===== config.mk =====
export PLATFORM = sky130hd
export DESIGN_NAME = floating_point_rounder
export DESIGN_NICKNAME = d
export VERILOG_FILES = /design/src/rtl/floating_point_rounder_pkg.sv /design/src/rtl/floating_point_rounder.sv
export SDC_FILE = /design/constraint.sdc
export NUM_CORES = 1
export LEC_CHECK = 0
export CORE_ASPECT_RATIO = 0.75
export CORE_MARGIN = 1.5
export CORE_UTILIZATION = 40
export CTS_BUF_LIST = sky130_fd_sc_hd__clkbuf_8
export DETAILED_ROUTE_END_ITERATION = 16
export PLACE_DENSITY = 0.79
export SLEW_MARGIN = 5
export SYNTH_ARGS = -nofsm -noshare
export SYNTH_HDL_FRONTEND = slang
export SYNTH_SLANG_ARGS = --single-unit

===== constraint.sdc =====
create_clock -name clk_i -period 2.48 [get_ports clk_i]
set_input_delay 0.496 -clock clk_i [delete_from_list [all_inputs] [get_ports clk_i]]
set_output_delay 0.496 -clock clk_i [all_outputs]
set_load 0.05 [all_outputs]

===== src/rtl/floating_point_rounder_pkg.sv =====
// Shared single-precision floating-point types, rounding modes and helpers
// used by the rounding stage and its neighbours in the arithmetic pipeline.
package floating_point_rounder_pkg;

  typedef struct packed {
    logic        sign;
    logic [7:0]  exponent;
    logic [22:0] mantissa;
  } float32_t;

  typedef struct packed {
    logic guard;
    logic round;
    logic sticky;
  } round_bits_t;

  typedef enum logic [2:0] {
    RNE = 3'b000,
    RTZ = 3'b001,
    RDN = 3'b010,
    RUP = 3'b011,
    RMM = 3'b100
  } round_mode_e;

  localparam logic [7:0] EXP_MAX = 8'hFF;

  localparam float32_t CANONICAL_NAN = '{sign: 1'b0, exponent: EXP_MAX, mantissa: 23'h400000};

  // Infinity and NaN share the all-ones exponent and are never rounded.
  function automatic logic is_inf_or_nan(float32_t f);
    return f.exponent == EXP_MAX;
  endfunction

  // Whether the truncated magnitude must be bumped by one ulp.
  // Reserved encodings fall through to the default and truncate.
  function automatic logic round_increment(logic [2:0] mode, logic sign, logic lsb,
                                           round_bits_t rb);
    logic any_rb;
    any_rb = rb.guard | rb.round | rb.sticky;
    case (mode)
      RNE:     return rb.guard & (rb.round | rb.sticky | lsb);
      RTZ:     return 1'b0;
      RDN:     return sign & any_rb;
      RUP:     return ~sign & any_rb;
      RMM:     return rb.guard;
      default: return 1'b0;
    endcase
  endfunction

endpackage


===== src/rtl/floating_point_rounder.sv =====
// Rounds an unrounded float32 using guard/round/sticky bits; latency 2 enabled cycles.
// No backpressure: one operand per enabled cycle, clk_en_i low freezes every register.
module floating_point_rounder
  import floating_point_rounder_pkg::*;
(
  input  logic        clk_i,
  input  logic        rst_i,
  input  logic        clk_en_i,
  input  logic        data_valid_i,
  input  logic [31:0] operand_i,
  input  logic [2:0]  round_bits_i,
  input  logic [2:0]  round_mode_i,
  input  logic        invalid_operation_i,
  input  logic        inexact_i,
  output logic [31:0] result_o,
  output logic        data_valid_o,
  output logic        overflow_o,
  output logic        underflow_o,
  output logic        inexact_o,
  output logic        invalid_operation_o
);

  float32_t    in_op;
  round_bits_t in_rb;
  logic        in_inc;

  assign in_op = operand_i;
  assign in_rb = round_bits_i;

  // Specials and invalid results pass through unrounded, so never increment them.
  assign in_inc = ~is_inf_or_nan(in_op) & ~invalid_operation_i
                & round_increment(round_mode_i, in_op.sign, in_op.mantissa[0], in_rb);

  logic        s1_vld;
  float32_t    s1_op;
  round_bits_t s1_rb;
  logic        s1_invalid;
  logic        s1_inexact;
  logic        s1_inc;

  always_ff @(posedge clk_i) begin
    if (rst_i) begin
      s1_vld     <= 1'b0;
      s1_op      <= '0;
      s1_rb      <= '0;
      s1_invalid <= 1'b0;
      s1_inexact <= 1'b0;
      s1_inc     <= 1'b0;
    end else if (clk_en_i) begin
      s1_vld <= data_valid_i;
      if (data_valid_i) begin
        s1_op      <= in_op;
        s1_rb      <= in_rb;
        s1_invalid <= invalid_operation_i;
        s1_inexact <= inexact_i;
        s1_inc     <= in_inc;
      end
    end
  end

  // One add over {exponent, mantissa}: a mantissa carry bumps the exponent for free.
  logic [30:0] sum;
  logic        sum_ovf;

  assign sum     = {s1_op.exponent, s1_op.mantissa} + {30'd0, s1_inc};
  assign sum_ovf = (sum[30:23] == EXP_MAX);

  float32_t nxt_result;
  logic     nxt_ovf;
  logic     nxt_unf;
  logic     nxt_inx;

  always_comb begin
    nxt_result = s1_op;
    nxt_ovf    = 1'b0;
    nxt_unf    = 1'b0;
    nxt_inx    = 1'b0;
    if (s1_invalid || is_inf_or_nan(s1_op)) begin
      nxt_result = s1_op;
    end else if (sum_ovf) begin
      nxt_result = '{sign: s1_op.sign, exponent: EXP_MAX, mantissa: 23'd0};
      nxt_ovf    = 1'b1;
      nxt_inx    = 1'b1;
    end else begin
      nxt_result = {s1_op.sign, sum};
      nxt_inx    = s1_rb.guard | s1_rb.round | s1_rb.sticky | s1_inexact;
      // Tininess is judged after rounding.
      nxt_unf    = (sum[30:23] == 8'd0) & nxt_inx;
    end
  end

  always_ff @(posedge clk_i) begin
    if (rst_i) begin
      data_valid_o        <= 1'b0;
      result_o            <= '0;
      overflow_o          <= 1'b0;
      underflow_o         <= 1'b0;
      inexact_o           <= 1'b0;
      invalid_operation_o <= 1'b0;
    end else if (clk_en_i) begin
      data_valid_o <= s1_vld;
      if (s1_vld) begin
        result_o            <= nxt_result;
        overflow_o          <= nxt_ovf;
        underflow_o         <= nxt_unf;
        inexact_o           <= nxt_inx;
        invalid_operation_o <= s1_invalid;
      end
    end
  end

endmodule


# After elaboration in Yosys (flattened, before gate mapping)
# Cells that the tools add are included.
[word_totals]
register_bits = 76
output_inout_bits = 37
[classes]
addsub = 1
eq_ne = 6
n_mux = 9
n_bitwise = 16
n_reduce_logical = 5
[op_table]
columns = ["operator", "count"]
rows = [
  ["31-bit two-way mux", 2],
  ["31-bit by 1-bit adder with 31-bit output", 1],
  ["8-bit == test (second input constant)", 3],
  ["8-bit zero test", 1],
  ["1-bit OR", 7],
  ["1-bit bitwise AND", 6],
  ["3-bit by 2-bit == test with 1-bit output (second input constant)", 2],
  ["1-bit two-way mux", 6],
  ["1-bit case mux with 4 select lines", 1],
  ["2-bit AND reduction", 2],
  ["3-bit == test (second input constant)", 1],
  ["3-bit zero test", 1],
  ["1-bit inverter", 3],
  ["1-bit logical OR", 1],
]

# Longest topological paths before layout
[depth]
depth_word = 6
depth_mapped = 10
mapped_depth_nobuf = 9

# Least setup slack after synthesis
# OpenSTA, ideal clock, no wires.
[synth_path]
path_type = "reg-to-reg"
start = "reg s1_op[0] (netlist name)"
end = "reg result_o[2]"
setup_time_ps = 146
arrival_time_ps = 2208
required_ps = 2334
slack_ps = 126
stages_incl_launch_ff = 11
n_path_buf = 1
period_less_slack_ps = 2354
cell_sequence = "dfxtp_1 -> ha_1 -> ha_1 -> nand3_1 -> nor4_4 -> nand4_1 -> xor2_1 -> o31ai_1 -> o311a_4 -> buf_6 -> o32ai_4"
[synth_between]
elab_chain_cells = 4
[synth_lines]
columns = ["item", "line_no", "text"]
rows = [
  ["start: declaration", "floating_point_rounder.sv:35", "float32_t s1_op;"],
  ["start signal: assignment", "floating_point_rounder.sv:52", "s1_op <= in_op;"],
  ["31-bit by 1-bit adder with 31-bit output *", "floating_point_rounder.sv:65", "assign sum = {s1_op.exponent, s1_op.mantissa} + {30'd0, s1_inc};"],
  ["8-bit == test", "floating_point_rounder.sv:66", "assign sum_ovf = (sum[30:23] == EXP_MAX);"],
  ["31-bit two-way mux *", "floating_point_rounder.sv:80", "end else if (sum_ovf) begin"],
  ["31-bit two-way mux *", "floating_point_rounder.sv:78", "if (s1_invalid || is_inf_or_nan(s1_op)) begin"],
  ["end signal: assignment", "floating_point_rounder.sv:103", "result_o <= nxt_result;"],
  ["end: declaration", "floating_point_rounder.sv:15", "output logic [31:0] result_o,"],
]
# Every way passes the cells marked *; elsewhere a longest branch is shown, timed or not.
# A chain may end at the register's enable or synchronous reset.

# Worst setup path in the final report
[layout_path]
start = "reg s1_inc"
end = "reg overflow_o"
[layout_between]
elab_chain_cells = 4
[layout_lines]
columns = ["item", "line_no", "text"]
rows = [
  ["start: declaration", "floating_point_rounder.sv:39", "logic s1_inc;"],
  ["start signal: assignment", "floating_point_rounder.sv:56", "s1_inc <= in_inc;"],
  ["31-bit by 1-bit adder with 31-bit output", "floating_point_rounder.sv:65", ""],
  ["8-bit == test", "floating_point_rounder.sv:66", ""],
  ["1-bit two-way mux", "floating_point_rounder.sv:80", ""],
  ["1-bit two-way mux", "floating_point_rounder.sv:78", ""],
  ["end signal: assignment", "floating_point_rounder.sv:104", "overflow_o <= nxt_ovf;"],
  ["end: declaration", "floating_point_rounder.sv:17", "output logic overflow_o,"],
]
# No other way between the ends.

==> flow_metrics.tcl <==
set metrics [dict create \
    gr-total-overflow 0 \
    coreArea_um2 9736 \
    cts_tree "yes" \
    synthTopCellsByArea "dfxtp_1 (38%), nand2_1 (10%), a21oi_1 (8.1%)" \
    synth.avg_cell_area_um2 8.320 \
    crit_path_end_kind "flop" \
    start_util_pct 41.45 \
    post-route-period-util_pct 98.96 \
    path_buf_inv 2 \
    post_synth_num_cell_types 53 \
    setup_ws_ns 0.02590 \
    path_clk_slew_ns 0.10 \
    drc 0 \
    antenna_found_initial 0 \
    cts_buffers 9 \
    crit_path_start_kind "flop" \
    seq_area_frac_synth_pct 37.71 \
    syn_nets 531 \
    synth-seq-cells 76 \
    drive_gt1_share_pct 18.93 \
    syn_to_final_growth_pct 33.89 \
    power_leakage_nw 1.860 \
    vias 3954 \
    crit_chain "ha_4, ha_4, nand3_4, nor4_4, buf_4, nand2_2, nand2_2, nor3_1, o311a_4, clkbuf_16, a32o_1" \
    fin_tns_setup_ns 0 \
    wire_per_inst_um 16.78 \
    cts_buffer_depth 2 \
    synth-edff-count 0 \
    slowest_delay_ns 0.46 \
    pwr_density_cell_nw_per_um2 482.6 \
    rows 31 \
    synth_ff_type "dfxtp_1" \
    crit_type "flop to flop" \
    dp_hpwl_mm 8.281 \
    htreeDepth 3 \
    required_ns 2.74 \
    cp_top_family "compound AO/OA/AOI/OAI gates" \
    synthCells 485 \
    hold_ws_ns 0.4567 \
    fin_worst_skew_ns 0.01262 \
    design_area_um2 5403 \
    min_path_type "flop to flop" \
    slew_headroom_pct 47.87 \
    portBuffers 80 \
    drtIter0Drc 391 \
    clkLatencyLatePin_ns 0.36 \
    async_flop_share_pct 0 \
    crit_fanout 7 \
    finalHoldViolations 0 \
    slowest_stage "o311a_4" \
    gp_congestion 0.8844 \
    dieWidth_um 119.0 \
    routed_via_density 5.546 \
    die_h_um 89.98 \
    ios 81 \
    wirelength_mm 11.96 \
    min_period_ns 2.454 \
    grt_pass1_vias 3708 \
    grt_start_max_net_pins 57 \
    n_antenna_cell 0 \
    layout.nets 622 \
    ant_nets 0 \
    cts_hold_buf 0 \
    yosysWarnings 0 \
    cp.arrival_ns 2.72 \
    grt_pass1_wl_mm 18.34 \
    clkSinkCount 76 \
    synth_area_leader_cell "dfxtp_1" \
    setup_viol 0 \
    syn_area_um2 4035 \
    cts_root_buf "clkbuf_8" \
    maxCapViolations 0 \
    slew_violations 0 \
    synth_top_area_share_pct 37.71 \
    place_area_um2 5016 \
    peakVddDrop_mv 0.2323 \
    max_freq_mhz 407.5 \
    status "complete, no violations" \
    place_ws_ns -0.03385 \
    grt_use_total_pct 21.30 \
    dpl.cell_count 689 \
    finalNonFillerCells 713 \
    worst_pin_slew_ns 0.7748 \
    die-area_um2 10710 \
    firstDrtPassIters 5 \
]
[cell type report]
class	instances	area, um^2
Multi-Input combinational cell	364	2342
Timing Repair Buffer	118	1154
Tap cell	132	165.2
Clock inverter	7	66.31
Fill cell	881	4333
Sequential cell	76	1525
Inverter	7	26.28
Clock buffer	9	123.9
[kinds of logic (layout without fill, tap and decap cells)]
kind of cell / after synthesis / in the layout / share of synthesized area, %
flip-flops: 76 / 76 / 37.71
multiplexers: 1 / 1 / 0.2481
adder cells (fa/ha/maj): 2 / 2 / 0.6201
buffers and inverters: 45 / 141 / 6.666
XOR/XNOR: 31 / 31 / 6.729
AO/OA/AOI/OAI: 113 / 113 / 21.15
AND/OR/NAND/NOR: 217 / 217 / 26.88
[cells in the final DEF (no fill, tap or decap), types with 14 or more instances in the layout]
cell,n
dfxtp_1,73
clkdlybuf4s50_1,79
o32ai_2,17
a21oi_1,65
buf_4,33
xnor2_1,17
nand2_1,107
xor2_1,14
nor2_1,21
[routing by layer]
metal | up-vias | global-route usage [%] | routed length (um)
met5 | - | 0 | 0
met1 | 1866 | 29.80 | 5650
li1 | 1904 | - | -
met2 | 171 | 32.22 | 5214
met3 | 13 | 6.345 | 991
met4 | 0 | 5.120 | 105
[final timing paths]
check | startpoint | to | slack, ns | depth (start not counted)
max | s1_inc | overflow_o | 0.03 | 11
min | s1_op[31] | result_o[31] | 0.46 | 2
max reg2reg | s1_inc | overflow_o | 0.03 | 11
min reg2reg | s1_op[31] | result_o[31] | 0.46 | 2
[per-stage QoR]
stage,power [mW],util (%)
floorplan,1.523,-
global placement,1.668,51.52
detailed placement,1.677,51.52
CTS,2.597,53.55
global route,2.693,55.49
finish,2.607,55.49
[report_power, final]
group          internal (mW)  switching, mW  total, mW
Clock                  0.390          0.553      0.943
Combinational          0.159          0.200      0.359
Sequential              1.26         0.0444       1.30
[repair_timing]
item | 4_1_cts | 5_1_grt
gates resized for setup | 0 | 17
cloned | 0 | 2
hold endpoints to repair | 0 | 0
setup endpoints to repair | 24 | 24
setup buffers | 1 | 5
pin swaps | 1 | 15
[synth_stat cells, drive strengths merged (3+ instances only)]
library cell,number
a211oi,5
a21oi,65
a32oi,3
and2,4
and3,19
buf,7
clkbuf,30
dfxtp,76
inv,7
nand2,109
nand2b,3
nand3,14
nand4,14
nor2,21
nor3,10
nor4,11
o21ai,6
o31ai,3
o32ai,18
or3,6
xnor2,17
xor2,14
[registers in the layout, indices dropped and copies added, names as in the netlist]
name	count
inexact_o	1
data_valid_o	1
invalid_operation_o	1
overflow_o	1
s1_op	32
s1_inc	1
s1_invalid	1
s1_inexact	1
underflow_o	1
s1_rb	3
s1_vld	1
result_o	32
[worst min-delay path, stage by stage, from the launching register on]
cell and delay [ns]:
dfxtp_1 0.32, nand2_1 0.05, a21oi_1 0.05
No activity file was read; power rests on OpenSTA's default activity.
